## config.mk

```make
export PLATFORM = sky130hd
export DESIGN_NAME = text_overlay_mux
export DESIGN_NICKNAME = d
export VERILOG_FILES = /design/src/rtl/overlay_pkg.sv /design/src/rtl/font_rom.sv /design/src/rtl/text_overlay_mux.sv
export SDC_FILE = /design/constraint.sdc
export NUM_CORES = 1
export LEC_CHECK = 0
export CAP_MARGIN = 20
export CELL_PAD_IN_SITES_DETAIL_PLACEMENT = 1
export CELL_PAD_IN_SITES_GLOBAL_PLACEMENT = 1
export CORE_AREA = 8 8 90 60
export DETAILED_ROUTE_END_ITERATION = 10
export DIE_AREA = 0 0 98 68
export DONT_BUFFER_PORTS = 1
export HOLD_SLACK_MARGIN = 0.05
export MAX_ROUTING_LAYER = met4
export PLACE_DENSITY = 0.76
export SETUP_SLACK_MARGIN = 0.15
export SLEW_MARGIN = 15
export SYNTH_ARGS = -nofsm -noshare
export SYNTH_HDL_FRONTEND = slang
export SYNTH_HIERARCHICAL = 1
export SYNTH_SLANG_ARGS = --single-unit
```

## constraint.sdc

```tcl
create_clock -name clk -period 4.4 [get_ports clk]
set_input_delay 0.22 -clock clk [delete_from_list [all_inputs] [get_ports clk]]
set_output_delay 0.22 -clock clk [all_outputs]
set_load 0.01 [all_outputs]
```

## src/rtl/overlay_pkg.sv

```systemverilog
// Shared types, widths, colours and font glyph data for the text overlay mux.
package overlay_pkg;

  localparam int RGB_W       = 12;
  localparam int FONT_ADDR_W = 11;

  localparam logic [RGB_W-1:0] BLACK = 12'h000;
  localparam logic [RGB_W-1:0] WHITE = 12'hFFF;

  typedef enum logic [1:0] {
    OFF   = 2'd0,
    SHOW  = 2'd1,
    BLANK = 2'd2
  } blink_state_e;

  // Glyph rows indexed by {char[6:0], row[3:0]}; bit 7 is the leftmost column.
  function automatic logic [7:0] font_row(input logic [FONT_ADDR_W-1:0] addr);
    logic [7:0] row;
    row = 8'h00;
    case (addr[10:4])
      7'h46: begin
        case (addr[3:0])
          4'h2:                row = 8'hFE;
          4'h3:                row = 8'h66;
          4'h4:                row = 8'h62;
          4'h5:                row = 8'h68;
          4'h6:                row = 8'h78;
          4'h7:                row = 8'h68;
          4'h8, 4'h9, 4'hA:    row = 8'h60;
          4'hB:                row = 8'hF0;
          default:             row = 8'h00;
        endcase
      end
      7'h7F: begin
        if (addr[3:0] >= 4'h2 && addr[3:0] <= 4'hD) row = 8'hFF;
      end
      default: row = 8'h00;
    endcase
    return row;
  endfunction

endpackage

```

## src/rtl/font_rom.sv

```systemverilog
// 2048 x 8 font ROM with a registered one-cycle read; contents are not reset.
module font_rom
  import overlay_pkg::*;
(
  input  logic                   clk,
  input  logic [FONT_ADDR_W-1:0] addr,
  output logic [7:0]             data
);

  always_ff @(posedge clk) begin
    data <= font_row(addr);
  end

endmodule

```

## src/rtl/text_overlay_mux.sv

```systemverilog
// Two-stage pixel pipeline that overlays blinking font text on background video.
//   state | meaning
//   OFF   | overlay hidden, waiting for overlay_en at a frame tick
//   SHOW  | text drawn, counting frames toward the blank phase
//   BLANK | text hidden for the blink off-phase, counting frames toward SHOW
module text_overlay_mux
  import overlay_pkg::*;
#(
  parameter logic [RGB_W-1:0] TEXT_RGB     = WHITE,
  parameter int               BLINK_FRAMES = 30,
  parameter bit               BLINK_EN     = 1'b1
) (
  input  logic                   clk,
  input  logic                   rst_n,
  input  logic                   video_on,
  input  logic                   hsync_in,
  input  logic                   vsync_in,
  input  logic                   frame_tick,
  input  logic                   overlay_en,
  input  logic                   text_on,
  input  logic [2:0]             bit_addr,
  input  logic [FONT_ADDR_W-1:0] rom_addr,
  input  logic [RGB_W-1:0]       bg_rgb,
  output logic                   hsync_out,
  output logic                   vsync_out,
  output logic [RGB_W-1:0]       rgb_out
);

  localparam logic [7:0] LAST_FRAME = 8'(BLINK_FRAMES - 1);

  blink_state_e     state;
  logic [7:0]       frame_cnt;
  logic [7:0]       row_data;
  logic             video_on_d1;
  logic             hsync_d1;
  logic             vsync_d1;
  logic             text_on_d1;
  logic [2:0]       bit_addr_d1;
  logic [RGB_W-1:0] bg_rgb_d1;
  logic             glyph_bit;

  font_rom u_font_rom (
    .clk  (clk),
    .addr (rom_addr),
    .data (row_data)
  );

  // Overlay enable is only sampled at frame ticks so a frame is never torn.
  always_ff @(posedge clk) begin
    if (!rst_n) begin
      state     <= OFF;
      frame_cnt <= '0;
    end else if (frame_tick) begin
      case (state)
        OFF: begin
          if (overlay_en) begin
            state     <= SHOW;
            frame_cnt <= '0;
          end
        end
        SHOW: begin
          if (!overlay_en) begin
            state     <= OFF;
            frame_cnt <= '0;
          end else if (!BLINK_EN) begin
            frame_cnt <= '0;
          end else if (frame_cnt == LAST_FRAME) begin
            state     <= BLANK;
            frame_cnt <= '0;
          end else begin
            frame_cnt <= frame_cnt + 8'd1;
          end
        end
        BLANK: begin
          if (!overlay_en) begin
            state     <= OFF;
            frame_cnt <= '0;
          end else if (frame_cnt == LAST_FRAME) begin
            state     <= SHOW;
            frame_cnt <= '0;
          end else begin
            frame_cnt <= frame_cnt + 8'd1;
          end
        end
        default: begin
          state     <= OFF;
          frame_cnt <= '0;
        end
      endcase
    end
  end

  // Syncs reset to their inactive (high) level so post-reset outputs look idle.
  always_ff @(posedge clk) begin
    if (!rst_n) begin
      video_on_d1 <= 1'b0;
      hsync_d1    <= 1'b1;
      vsync_d1    <= 1'b1;
      text_on_d1  <= 1'b0;
      bit_addr_d1 <= '0;
      bg_rgb_d1   <= BLACK;
    end else begin
      video_on_d1 <= video_on;
      hsync_d1    <= hsync_in;
      vsync_d1    <= vsync_in;
      text_on_d1  <= text_on;
      bit_addr_d1 <= bit_addr;
      bg_rgb_d1   <= bg_rgb;
    end
  end

  assign glyph_bit = row_data[3'd7 - bit_addr_d1];

  always_ff @(posedge clk) begin
    if (!rst_n) begin
      hsync_out <= 1'b1;
      vsync_out <= 1'b1;
      rgb_out   <= BLACK;
    end else begin
      hsync_out <= hsync_d1;
      vsync_out <= vsync_d1;
      if (!video_on_d1)
        rgb_out <= BLACK;
      else if (text_on_d1 && glyph_bit && state == SHOW)
        rgb_out <= TEXT_RGB;
      else
        rgb_out <= bg_rgb_d1;
    end
  end

endmodule

```

==> reports/metrics.cfg, run 1 <==
[timing]
slew_headroom_pct = 42.62
period_needed_ps = 1878
fin_worst_skew_ps = 9.454
worst_slew_pin_slew_ps = 857.6
hold_viol_final = 0
max_freq_mhz = 532.6
rsz0062_at_grt = false
setup_viol = 0
setup_slack_ps = 2522
final.period_utilization_pct = 42.67
hold_ws_ps = 55.69
report.final.slew_viol_count = 0
fin_setup_tns_ps = 0

[critical_path]
cp_cell_sequence = inv_1, ha_1, nand2b_1, nand2_1, or4_1, a21oi_1
criticalPathCategory = flop to flop
end_kind = flop
crit_fanout = 11
worst_path_max_delay_cell = or4_1
cpLargestDelayFamily = simple AND/OR/NAND/NOR gates
cp_data_arrival_time_ps = 2120
start_kind = flop
worstPathRequired_ps = 4650
cp_slowest_stage_delay_ps = 560
critPathBufInv = 1

[floorplanning]
rows = 19
die_w_um = 98
ioPinCount = 48
initial_core_util_pct = 45.88
core_um2 = 4208
dieArea_um2 = 6664
die_h_um = 68

[place]
gp_congestion = 0.8382
post-place-ws_ps = 2542
place_hpwl_um = 3053
io_buffers = 0
post_dp_cell_area_um2 = 1956

[clock_tree]
ctsRootBufferMaster = clkbuf_8
clk_latency_ps = 310
cts_buffers = 5
cts_tree = done
cts.sinks = 50
clkTransAtPathRegs_ps = 100
htree_num_levels = 2
cts_setup_buffers = 0
clockBufferDepth = 2

[layout]
n_antenna_cell = 0
area_growth_pct = 16.72
drive_above_1_share_pct = 8.738
finish.instance_area_um2 = 2253
nFillCells = 448
fin_nets = 245

[yosys]
synthesis.area_um2 = 1931
syn_inst = 185
synth_top_area_cell = dfxtp_1
yosysWarningCount = 6
ys_async_sr_fraction_pct = 0
synth_most_common_cell = dfxtp_1
synth_nets = 225
synth-edff-count = 0
seq_area_frac_synth_pct = 51.85
yosys_most_used_dff = dfxtp_1
synth_cell_types = 43
syn_area_per_cell_um2 = 10.44
ys_seq_elements = 50
synth.top_cell.area_share_pct = 51.85
synth.area.top_cells = dfxtp_1, and2_1, a21o_1
synth_common_cells = dfxtp_1, and2_1, a21o_1

[run]
maxCapViolCount = 0

[pwr]
combPwrFrac_pct = 7.0
total_power_uw = 810.4
vdd_drop_max_uv = 160.9
swShare_pct = 24.22
power.share.sequential_pct = 58.5
p_int_uw = 614.2
power.leakage_nw = 0.9514
p_clk_share_pct = 34.5
p_sw_uw = 196.3
power_density_nw_per_um2 = 359.6

[detailed_routing]
ant_nets = 0
drtIter0Drc = 41
wl_per_cell_um = 17.35
drc = 0
wl_um = 4477
dr.pass1.iters = 4
vias = 1391
viasPerCell = 5.391

[grt]
antenna_found_initial = 0
overflow = 0
grt_pass1_vias = 1544
grt_max_degree = 20
grt_pass1_wl_um = 7265
grt_use_total_pct = 14.41

[run_status]
status = finished clean

[worst_hold_path]
min_path_type = primary input to flop

-- repair_timing --
action	CTS	global route
endpoints found under the hold margin	20	1
endpoints found under the setup margin	0	0
gates resized for setup	0	0
hold buffers	19	1
-- kinds of logic (layout without fill, tap and decap cells) --
| logic type | after synthesis | after routing | synth area share (%) |
|---|---|---|---|
| and+or+nand+nor | 69 | 69 | 21.91 |
| DFF | 50 | 50 | 51.85 |
| AOI/OAI and AO/OA | 37 | 37 | 13.16 |
| buffers and inverters | 14 | 35 | 3.435 |
| adders and majority gates | 6 | 6 | 3.888 |
| muxes | 5 | 5 | 3.953 |
| xor gates and xnor gates | 4 | 4 | 1.815 |
-- metrics by stage --
| stage | utilization, % | instances |
|---|---|---|
| 6_report | 53.55 | 258 |
| 5_1_grt | 53.55 | 258 |
| 4_1_cts | 53.32 | 257 |
| 3_5_place_dp | 46.48 | 230 |
| 3_3_place_gp | 46.48 | 230 |
| 2_1_floorplan | - | 185 |
-- worst register-to-register path: cells and delay by family, from the launching register on --
family	cells	cell delay, ps
AND/OR/NAND/NOR	3	960
buffers and inverters	1	100
flip-flops	1	410
AO/OA/AOI/OAI	1	150
adder cells (fa/ha/maj)	1	210
-- final cells by class --
cell class / instances / area (um2) / area share (%)
Sequential cell: 50 / 1001 / 44.42
Clock buffer: 5 / 68.82 / 3.054
Clock inverter: 3 / 28.78 / 1.277
Timing Repair Buffer: 20 / 200.2 / 8.884
Multi-Input combinational cell: 121 / 863.3 / 38.31
Tap cell: 52 / 65.06 / 2.887
Inverter: 7 / 26.28 / 1.166
-- power groups by stage --
stage / logic (mW) / registers (mW) / clock network, mW
3_3_place_gp: 0.0364 / 0.484 / 0
4_1_cts: 0.0554 / 0.474 / 0.292
5_1_grt: 0.0625 / 0.476 / 0.308
3_5_place_dp: 0.0395 / 0.485 / 0
6_report: 0.0563 / 0.474 / 0.280
2_1_floorplan: 0.0350 / 0.483 / 0
-- per-layer routing --
layer	GRT usage (%)	part of all wire, %
met3	4.975	6.9
met5	-	0
met4	6.358	1.4
met1	15.35	46
met2	24.53	46
-- state kept, by name, indices dropped and copies added (netlist names) --
name / flops
bg_rgb_d1: 12
bit_addr_d1: 3
frame_cnt: 8
hsync_d1: 1
hsync_out: 1
rgb_out: 12
state: 2
text_on_d1: 1
u_font_rom/data: 7
video_on_d1: 1
vsync_d1: 1
vsync_out: 1
-- final timing paths --
path,start,cells after the start,endpoint,slack (ps)
setup reg to reg,state[1],6,frame_cnt[7],2520
setup / recovery,state[1],6,frame_cnt[7],2520
hold / removal,video_on,1,video_on_d1,60
hold reg to reg,hsync_d1,1,hsync_out,420
-- cells in the final DEF (no fill, tap or decap), types with 5 or more instances in the layout --
cell and count:
dlygate4sd3_1 20, nand2_1 7, dfxtp_1 50, a21o_1 12
ha_1 6, a21oi_1 8, inv_1 7, o211ai_1 5
clkbuf_8 5, nor2_1 9, nand2b_1 6, nand3_1 10
and2_1 20
Note: power is estimated with default switching activity, not from simulation.
==> inputs of run 2 (changes only) <==
--- a/config.mk
+++ b/config.mk
@@ -8,13 +8,13 @@
 export CAP_MARGIN = 20
 export CELL_PAD_IN_SITES_DETAIL_PLACEMENT = 1
 export CELL_PAD_IN_SITES_GLOBAL_PLACEMENT = 1
-export CORE_AREA = 8 8 90 60
+export CORE_AREA = 8 8 92 61
 export DETAILED_ROUTE_END_ITERATION = 10
-export DIE_AREA = 0 0 98 68
+export DIE_AREA = 0 0 100 69
 export DONT_BUFFER_PORTS = 1
 export HOLD_SLACK_MARGIN = 0.05
 export MAX_ROUTING_LAYER = met4
-export PLACE_DENSITY = 0.76
+export PLACE_DENSITY = 0.74
 export SETUP_SLACK_MARGIN = 0.15
 export SLEW_MARGIN = 15
 export SYNTH_ARGS = -nofsm -noshare
==> constraint.sdc (replaced) <==
create_clock -name clk -period 1.96 [get_ports clk]
set_input_delay 0.098 -clock clk [delete_from_list [all_inputs] [get_ports clk]]
set_output_delay 0.098 -clock clk [all_outputs]
set_load 0.01 [all_outputs]
==> run 2 against run 1 <==
Sequential power rose by 130%. Clock skew rose by 6.6 ps. Cell area rose by 7.2%. Highest routed layer unchanged. Via count rose by 2.9%. Setup slack got worse by 2300 ps. Flip-flop and latch count did not move. Critical endpoint is now state[1]. Maximum frequency rose by 9.2%.
==> reports/metrics.cfg, run 2 (synthesis gave the netlist of run 1 again) <==
[run_status]
status = finished clean

[run]
maxCapViolCount = 0  ; unchanged

[grt]
grt_pass1_vias = 1627  ; +5.4%
overflow = 0  ; unchanged
grt_pass1_wl_um = 8162  ; +12%
grt_use_total_pct = 15.45  ; +1.0 points
antenna_found_initial = 1  ; +1
grt_max_degree = 26  ; +30%

[layout]
layout_common_cells = dfxtp_1, dlygate4sd3_1, and2_1, a21o_1, nand3_1
drive_above_1_share_pct = 10.50  ; +1.8 points
fin_nets = 258  ; +5.3%
nFillCells = 480  ; +7.1%
fin_util_pct = 55.81  ; +2.3 points
layout_commonest_cell = dfxtp_1
area_growth_pct = 25.08
top_regs = bg_rgb_d1 x12, rgb_out x12, frame_cnt x8

[critical_path]
worstPathRequired_ps = 2140  ; -2510 ps
cp_slowest_stage_delay_ps = 460  ; -100 ps
cp_data_arrival_time_ps = 1900  ; -220 ps
end_kind = flop
start_kind = flop
worst_path_max_delay_cell = o41ai_1
r2r_slack_ps = 240  ; -2280 ps
r2r.worst_path.cells = 5  ; -1
critPathBufInv = 1  ; unchanged
crit_fanout = 5  ; -6
timing.rr.end = state[1]
criticalPathCategory = flop to flop
cpLargestDelayFamily = compound AO/OA/AOI/OAI gates
cp_cell_sequence = inv_1, ha_1, nor4b_4, a21oi_1, o41ai_1
reg2reg_from = frame_cnt[1]

[clock_tree]
cts_buffers = 5  ; unchanged
htree_num_levels = 2  ; unchanged
clockBufferDepth = 2  ; unchanged
clkTransAtPathRegs_ps = 100  ; about the same
ctsRootBufferMaster = clkbuf_8
clk_latency_ps = 310  ; about the same
cts_tree = done
cts.sinks = 50  ; unchanged

[timing]
worst_slew_pin_slew_ps = 848.7  ; -8.871 ps
final.period_utilization_pct = 87.75  ; +45 points
rsz0062_at_grt = false
slew_headroom_pct = 43.21  ; +0.59 points
setup_viol = 0  ; unchanged
setup_slack_ps = 240.0  ; -2282 ps
hold_viol_final = 0  ; unchanged
period_needed_ps = 1720  ; -157.7 ps
fin_setup_tns_ps = 0  ; unchanged
report.final.slew_viol_count = 0  ; unchanged
max_freq_mhz = 581.4  ; +9.2%
fin_worst_skew_ps = 16.05  ; +6.596 ps

[pwr]
power_density_nw_per_um2 = 770.1  ; +110%
vdd_drop_max_uv = 370.4  ; +130%
power.leakage_nw = 1.013  ; +6.5%

[detailed_routing]
wl_per_cell_um = 17.64  ; +1.7%
dr.pass1.iters = 4  ; unchanged
drtIter0Drc = 35  ; -15%
drc = 0  ; unchanged
vias = 1432  ; +2.9%
ant_nets = 0  ; unchanged
wl_um = 4992  ; +12%
viasPerCell = 5.060  ; -6.1%

[worst_hold_path]
min_path_cells = 3  ; +2
holdPathEnd = frame_cnt[2]
min_path_type = primary input to flop
min_from = frame_tick

[floorplanning]
rows = 19  ; unchanged
initial_core_util_pct = 44.62  ; -1.3 points
dieArea_um2 = 6900  ; +3.5%
die_h_um = 69  ; +1.5%
die_w_um = 100  ; +2.0%
ioPinCount = 48  ; unchanged
core_um2 = 4327  ; +2.8%

[place]
gp_congestion = 0.8077  ; -3.6%
io_buffers = 0  ; unchanged
place_hpwl_um = 3211  ; +5.2%
post-place-ws_ps = 155.5  ; -2386 ps

## run 2: cell types whose count changed in the layout (fill, tap and decap cells not counted), sizes merged
| cell | delta |
|---|---|
| dlygate4sd3 | +11 |
| buf | +2 |
| clkinv | -1 |
| diode | +1 |
| inv | +1 |
## run 2: per-layer routing
metal	wire (um)	vias up	track usage [%]	part of all wire, %
met1	2179	673	16.96	44
met3	346	7	5.010	6.9
met5	0	-	-	0
met2	2377	42	24.98	48
met4	89	0	7.000	1.8
li1	-	710	-	-
## run 2: layout make-up
type | count | area [um2] | area share, %
clock buffers | 5 | 68.82 | 2.850
diodes | 1 | 2.502 | 0.1036
well taps | 63 | 78.83 | 3.264
repair buffers | 33 | 325.3 | 13.47
flip-flops and latches | 50 | 1003 | 41.55
multi-input cells | 121 | 883.3 | 36.58
clock inverters | 3 | 26.28 | 1.088
inverters | 7 | 26.28 | 1.088
## run 2: worst max path at each step
stage | cells after the start | endpoint | start | slack, ps
2_1_floorplan | 6 | frame_cnt[6] | frame_cnt[1] | 400
3_5_place_dp | 4 | state[1] | frame_cnt[0] | 160
5_1_grt | 5 | state[1] | frame_cnt[1] | 160
6_report | 5 | state[1] | frame_cnt[1] | 240
4_1_cts | 4 | state[1] | frame_cnt[0] | 210
3_3_place_gp | 6 | frame_cnt[6] | frame_cnt[1] | 330
## run 2: through the flow
| stage | hold slack, ps | cells | instance area, um2 | power [mW] |
|---|---|---|---|---|
| 5_1_grt | 83.15 | 283 | 2415 | 1.947 |
| 3_3_place_gp | 175.7 | 243 | 1984 | 1.173 |
| 2_1_floorplan | 171.0 | 185 | 1931 | 1.162 |
| 3_5_place_dp | 177.6 | 243 | 1984 | 1.184 |
| 6_report | 56.33 | 283 | 2415 | 1.860 |
| 4_1_cts | 51.10 | 281 | 2389 | 1.871 |
## run 2: worst min-delay path: cells and delay by family
kind	cells	cell delay, ps
simple gates	2	170
xor+xnor	1	70
## run 2: what timing repair did
action	CTS	global route
buffers inserted	0	0
setup endpoints to repair	1	5
endpoints found under the hold margin	36	4
pin swaps	0	0
hold buffers	30	1
gates resized for setup	1	4
## run 2: where the power goes
group | internal [mW] | switching, mW | total [mW]
Combinational | 0.0839 | 0.0709 | 0.155
Clock | 0.263 | 0.376 | 0.639
Sequential | 1.05 | 0.0184 | 1.07
==> inputs of run 3 (changes only) <==
--- a/config.mk
+++ b/config.mk
@@ -5,16 +5,17 @@
 export SDC_FILE = /design/constraint.sdc
 export NUM_CORES = 1
 export LEC_CHECK = 0
+export ABC_AREA = 1
 export CAP_MARGIN = 20
 export CELL_PAD_IN_SITES_DETAIL_PLACEMENT = 1
 export CELL_PAD_IN_SITES_GLOBAL_PLACEMENT = 1
-export CORE_AREA = 8 8 92 61
+export CORE_AREA = 8 8 98 65
 export DETAILED_ROUTE_END_ITERATION = 10
-export DIE_AREA = 0 0 100 69
+export DIE_AREA = 0 0 106 73
 export DONT_BUFFER_PORTS = 1
 export HOLD_SLACK_MARGIN = 0.05
 export MAX_ROUTING_LAYER = met4
-export PLACE_DENSITY = 0.74
+export PLACE_DENSITY = 0.72
 export SETUP_SLACK_MARGIN = 0.15
 export SLEW_MARGIN = 15
 export SYNTH_ARGS = -nofsm -noshare
==> run 3 against run 2 <==
Synthesized area up 6.7%. Clock-buffer cell count is the same. Register-to-register slack improved by 240 ps. Highest routed layer unchanged. Largest cell class unchanged. Routed wire length decreased by 3.2%.
==> reports/metrics.cfg, run 3 <==
[critical_path]
r2r.worst_path.cells = 10  ; +5
worstSetupStartpoint = rst_n
worstPathRequired_ps = 2220  ; +80 ps
crit_fanout = 19  ; +14
timing.rr.end = frame_cnt[7]
end_kind = flop
criticalPathCategory = primary input to flop
crit_end = bg_rgb_d1[11]
start_kind = primary input
r2r_slack_ps = 480  ; +240 ps
cp_data_arrival_time_ps = 1830  ; -70 ps
reg2reg_from = state[0]

[timing]
setup_slack_ps = 382.9  ; +142.8 ps
max_freq_mhz = 634.1  ; +9.1%
fin_setup_tns_ps = 0  ; unchanged
rsz0062_at_grt = false
slew_headroom_pct = 50.60  ; +7.4 points
report.final.slew_viol_count = 0  ; unchanged
hold_ws_ps = 54.78  ; -1.548 ps
final.period_utilization_pct = 80.47  ; -7.3 points
worst_slew_pin_slew_ps = 738.6  ; -110.1 ps
period_needed_ps = 1577  ; -142.8 ps
fin_worst_skew_ps = 7.751  ; -8.299 ps
setup_viol = 0  ; unchanged
hold_viol_final = 0  ; unchanged

[yosys]
syn_inst = 267  ; +44%
synth-edff-count = 0  ; unchanged
synthesis.area_um2 = 2061  ; +6.7%
yosysWarningCount = 6  ; unchanged
ys_seq_elements = 50  ; unchanged
synth_common_cells = nand2_1, inv_1, dfxtp_1
yosys_most_used_dff = dfxtp_1
synth.top_cell.area_share_pct = 48.57  ; -3.3 points
syn_area_per_cell_um2 = 7.718  ; -26%
synth_nets = 307  ; +36%
synth.area.top_cells = dfxtp_1, nand2_1, inv_1
synth_most_common_cell = nand2_1
synth_cell_types = 27  ; -37%
seq_area_frac_synth_pct = 48.57  ; -3.3 points
synth_top_area_cell = dfxtp_1
ys_async_sr_fraction_pct = 0  ; unchanged

[layout]
layout_commonest_cell = nand2_1
drive_above_1_share_pct = 11.53  ; +1.0 points
seqCellArea_um2 = 1001  ; -0.25%
area_growth_pct = 19.06
n_antenna_cell = 0  ; -1
top_regs = bg_rgb_d1 x12, rgb_out x12, frame_cnt x8
fin_nets = 335  ; +30%
multiInputGateArea_um2 = 824.5  ; -6.7%
layout_common_cells = nand2_1, inv_1, dfxtp_1, dlygate4sd3_1, nor2_1
nFillCells = 616  ; +28%

[detailed_routing]
drtIter0Drc = 41  ; +17%
drc = 0  ; unchanged
ant_nets = 0  ; unchanged
wl_um = 4833  ; -3.2%
viasPerCell = 4.557  ; -9.9%
wl_per_cell_um = 13.39  ; -24%
vias = 1645  ; +15%
dr.pass1.iters = 4  ; unchanged

[pwr]
vdd_drop_max_uv = 327.7  ; -12%
power_density_nw_per_um2 = 740.3  ; -3.9%
power.leakage_nw = 1.157  ; +14%

[clock_tree]
clk_latency_ps = 300  ; about the same
clockBufferDepth = 2  ; unchanged
htree_num_levels = 2  ; unchanged
cts_buffers = 5  ; unchanged
ctsRootBufferMaster = clkbuf_8
cts.sinks = 50  ; unchanged
cts_tree = done
clkTransAtPathRegs_ps = 90  ; about the same
cts_setup_buffers = 0  ; unchanged

[place]
place_hpwl_um = 3478  ; +8.3%
gp_congestion = 0.8656  ; +7.2%
io_buffers = 0  ; unchanged
post-place-ws_ps = 505.1  ; +349.6 ps

[worst_hold_path]
min_path_type = primary input to flop

[grt]
antenna_found_initial = 0  ; -1
grt_use_total_pct = 13.66  ; -1.8 points
grt_pass1_wl_um = 8252  ; +1.1%
overflow = 0  ; unchanged
grt_pass1_vias = 1783  ; +9.6%
grt_max_degree = 20  ; -23%

[floorplanning]
die_w_um = 106  ; +6.0%
rows = 20  ; +1
initial_core_util_pct = 42.23  ; -2.4 points
dieArea_um2 = 7738  ; +12%
core_um2 = 4880  ; +13%
die_h_um = 73  ; +5.8%
ioPinCount = 48  ; unchanged

[run_status]
status = finished clean

[run]
maxCapViolCount = 0  ; unchanged

## run 3: cell types whose count changed in the layout (fill, tap and decap cells not counted), sizes merged, moves of 10 or more
| cell | before | now |
|---|---|---|
| inv | 9 | 54 |
| nor2 | 9 | 23 |
| and2 | 20 | 0 |
| a21o | 12 | 0 |
| a21oi | 9 | 19 |
| nand2 | 7 | 72 |
## run 3: worst min path at each step
stage                            start                 end  slack (ps)  cells after the start
final                     rom_addr[10]  u_font_rom/data[6]          50                      4
after global routing       rom_addr[3]  u_font_rom/data[6]          70                      5
after CTS                  rom_addr[0]  u_font_rom/data[3]          50                      4
after detailed placement         rst_n       bg_rgb_d1[11]         200                      2
after global placement           rst_n        bg_rgb_d1[9]         190                      2
after floorplan              bg_rgb[0]        bg_rgb_d1[0]         200                      2
## run 3: metal layers
metal  global-route usage, %  vias to the layer above  share of wire (%)
li1                        -                      853                  -
met1                   16.92                      738                 50
met2                   20.72                       49                 42
met3                   3.880                        5                6.5
met4                   5.116                        0                1.4
met5                       -                        -                  0
## run 3: cells by family after synthesis
| logic type | Yosys count | synth area share [%] |
|---|---|---|
| xor gates and xnor gates | 3 | 1.275 |
| adders and majority gates | 6 | 3.643 |
| and+or+nand+nor | 121 | 25.74 |
| AOI/OAI and AO/OA | 28 | 9.350 |
| buffers and inverters | 59 | 11.41 |
| DFF | 50 | 48.57 |
## run 3: worst max-delay path: stages
cell and delay, ps:
dlygate4sd3_1 1020, nand2_1 80, dlygate4sd3_1 580, inv_1 50
## run 3: cell type report
class | count | area share, %
clock buffer | 5 | 2.805
clock inverter | 2 | 0.5609
inverter | 54 | 8.261
multi-input combinational | 158 | 33.61
sequential | 50 | 40.80
tap | 66 | 3.366
timing repair buffer | 26 | 10.61
## run 3: per-stage QoR
step | total power, mW | instances | instance area (um2) | util (%)
after floorplan | 1.180 | 267 | 2061 | -
after global placement | 1.195 | 328 | 2111 | 43.26
after detailed placement | 1.200 | 328 | 2111 | 43.26
after CTS | 1.834 | 361 | 2454 | 50.28
after global routing | 1.911 | 361 | 2454 | 50.28
final | 1.816 | 361 | 2454 | 50.28
## run 3: power by group
part           switching (mW)  internal (mW)  total [mW]
Clock                   0.342          0.247       0.589
Sequential             0.0171           1.05        1.06
Combinational          0.0907         0.0733       0.164
Total                   0.449           1.37        1.82
## run 3: repair_timing
item	4_1_cts	5_1_grt
hold buffers	26	0
hold endpoints to repair	30	0
resized for setup	0	0
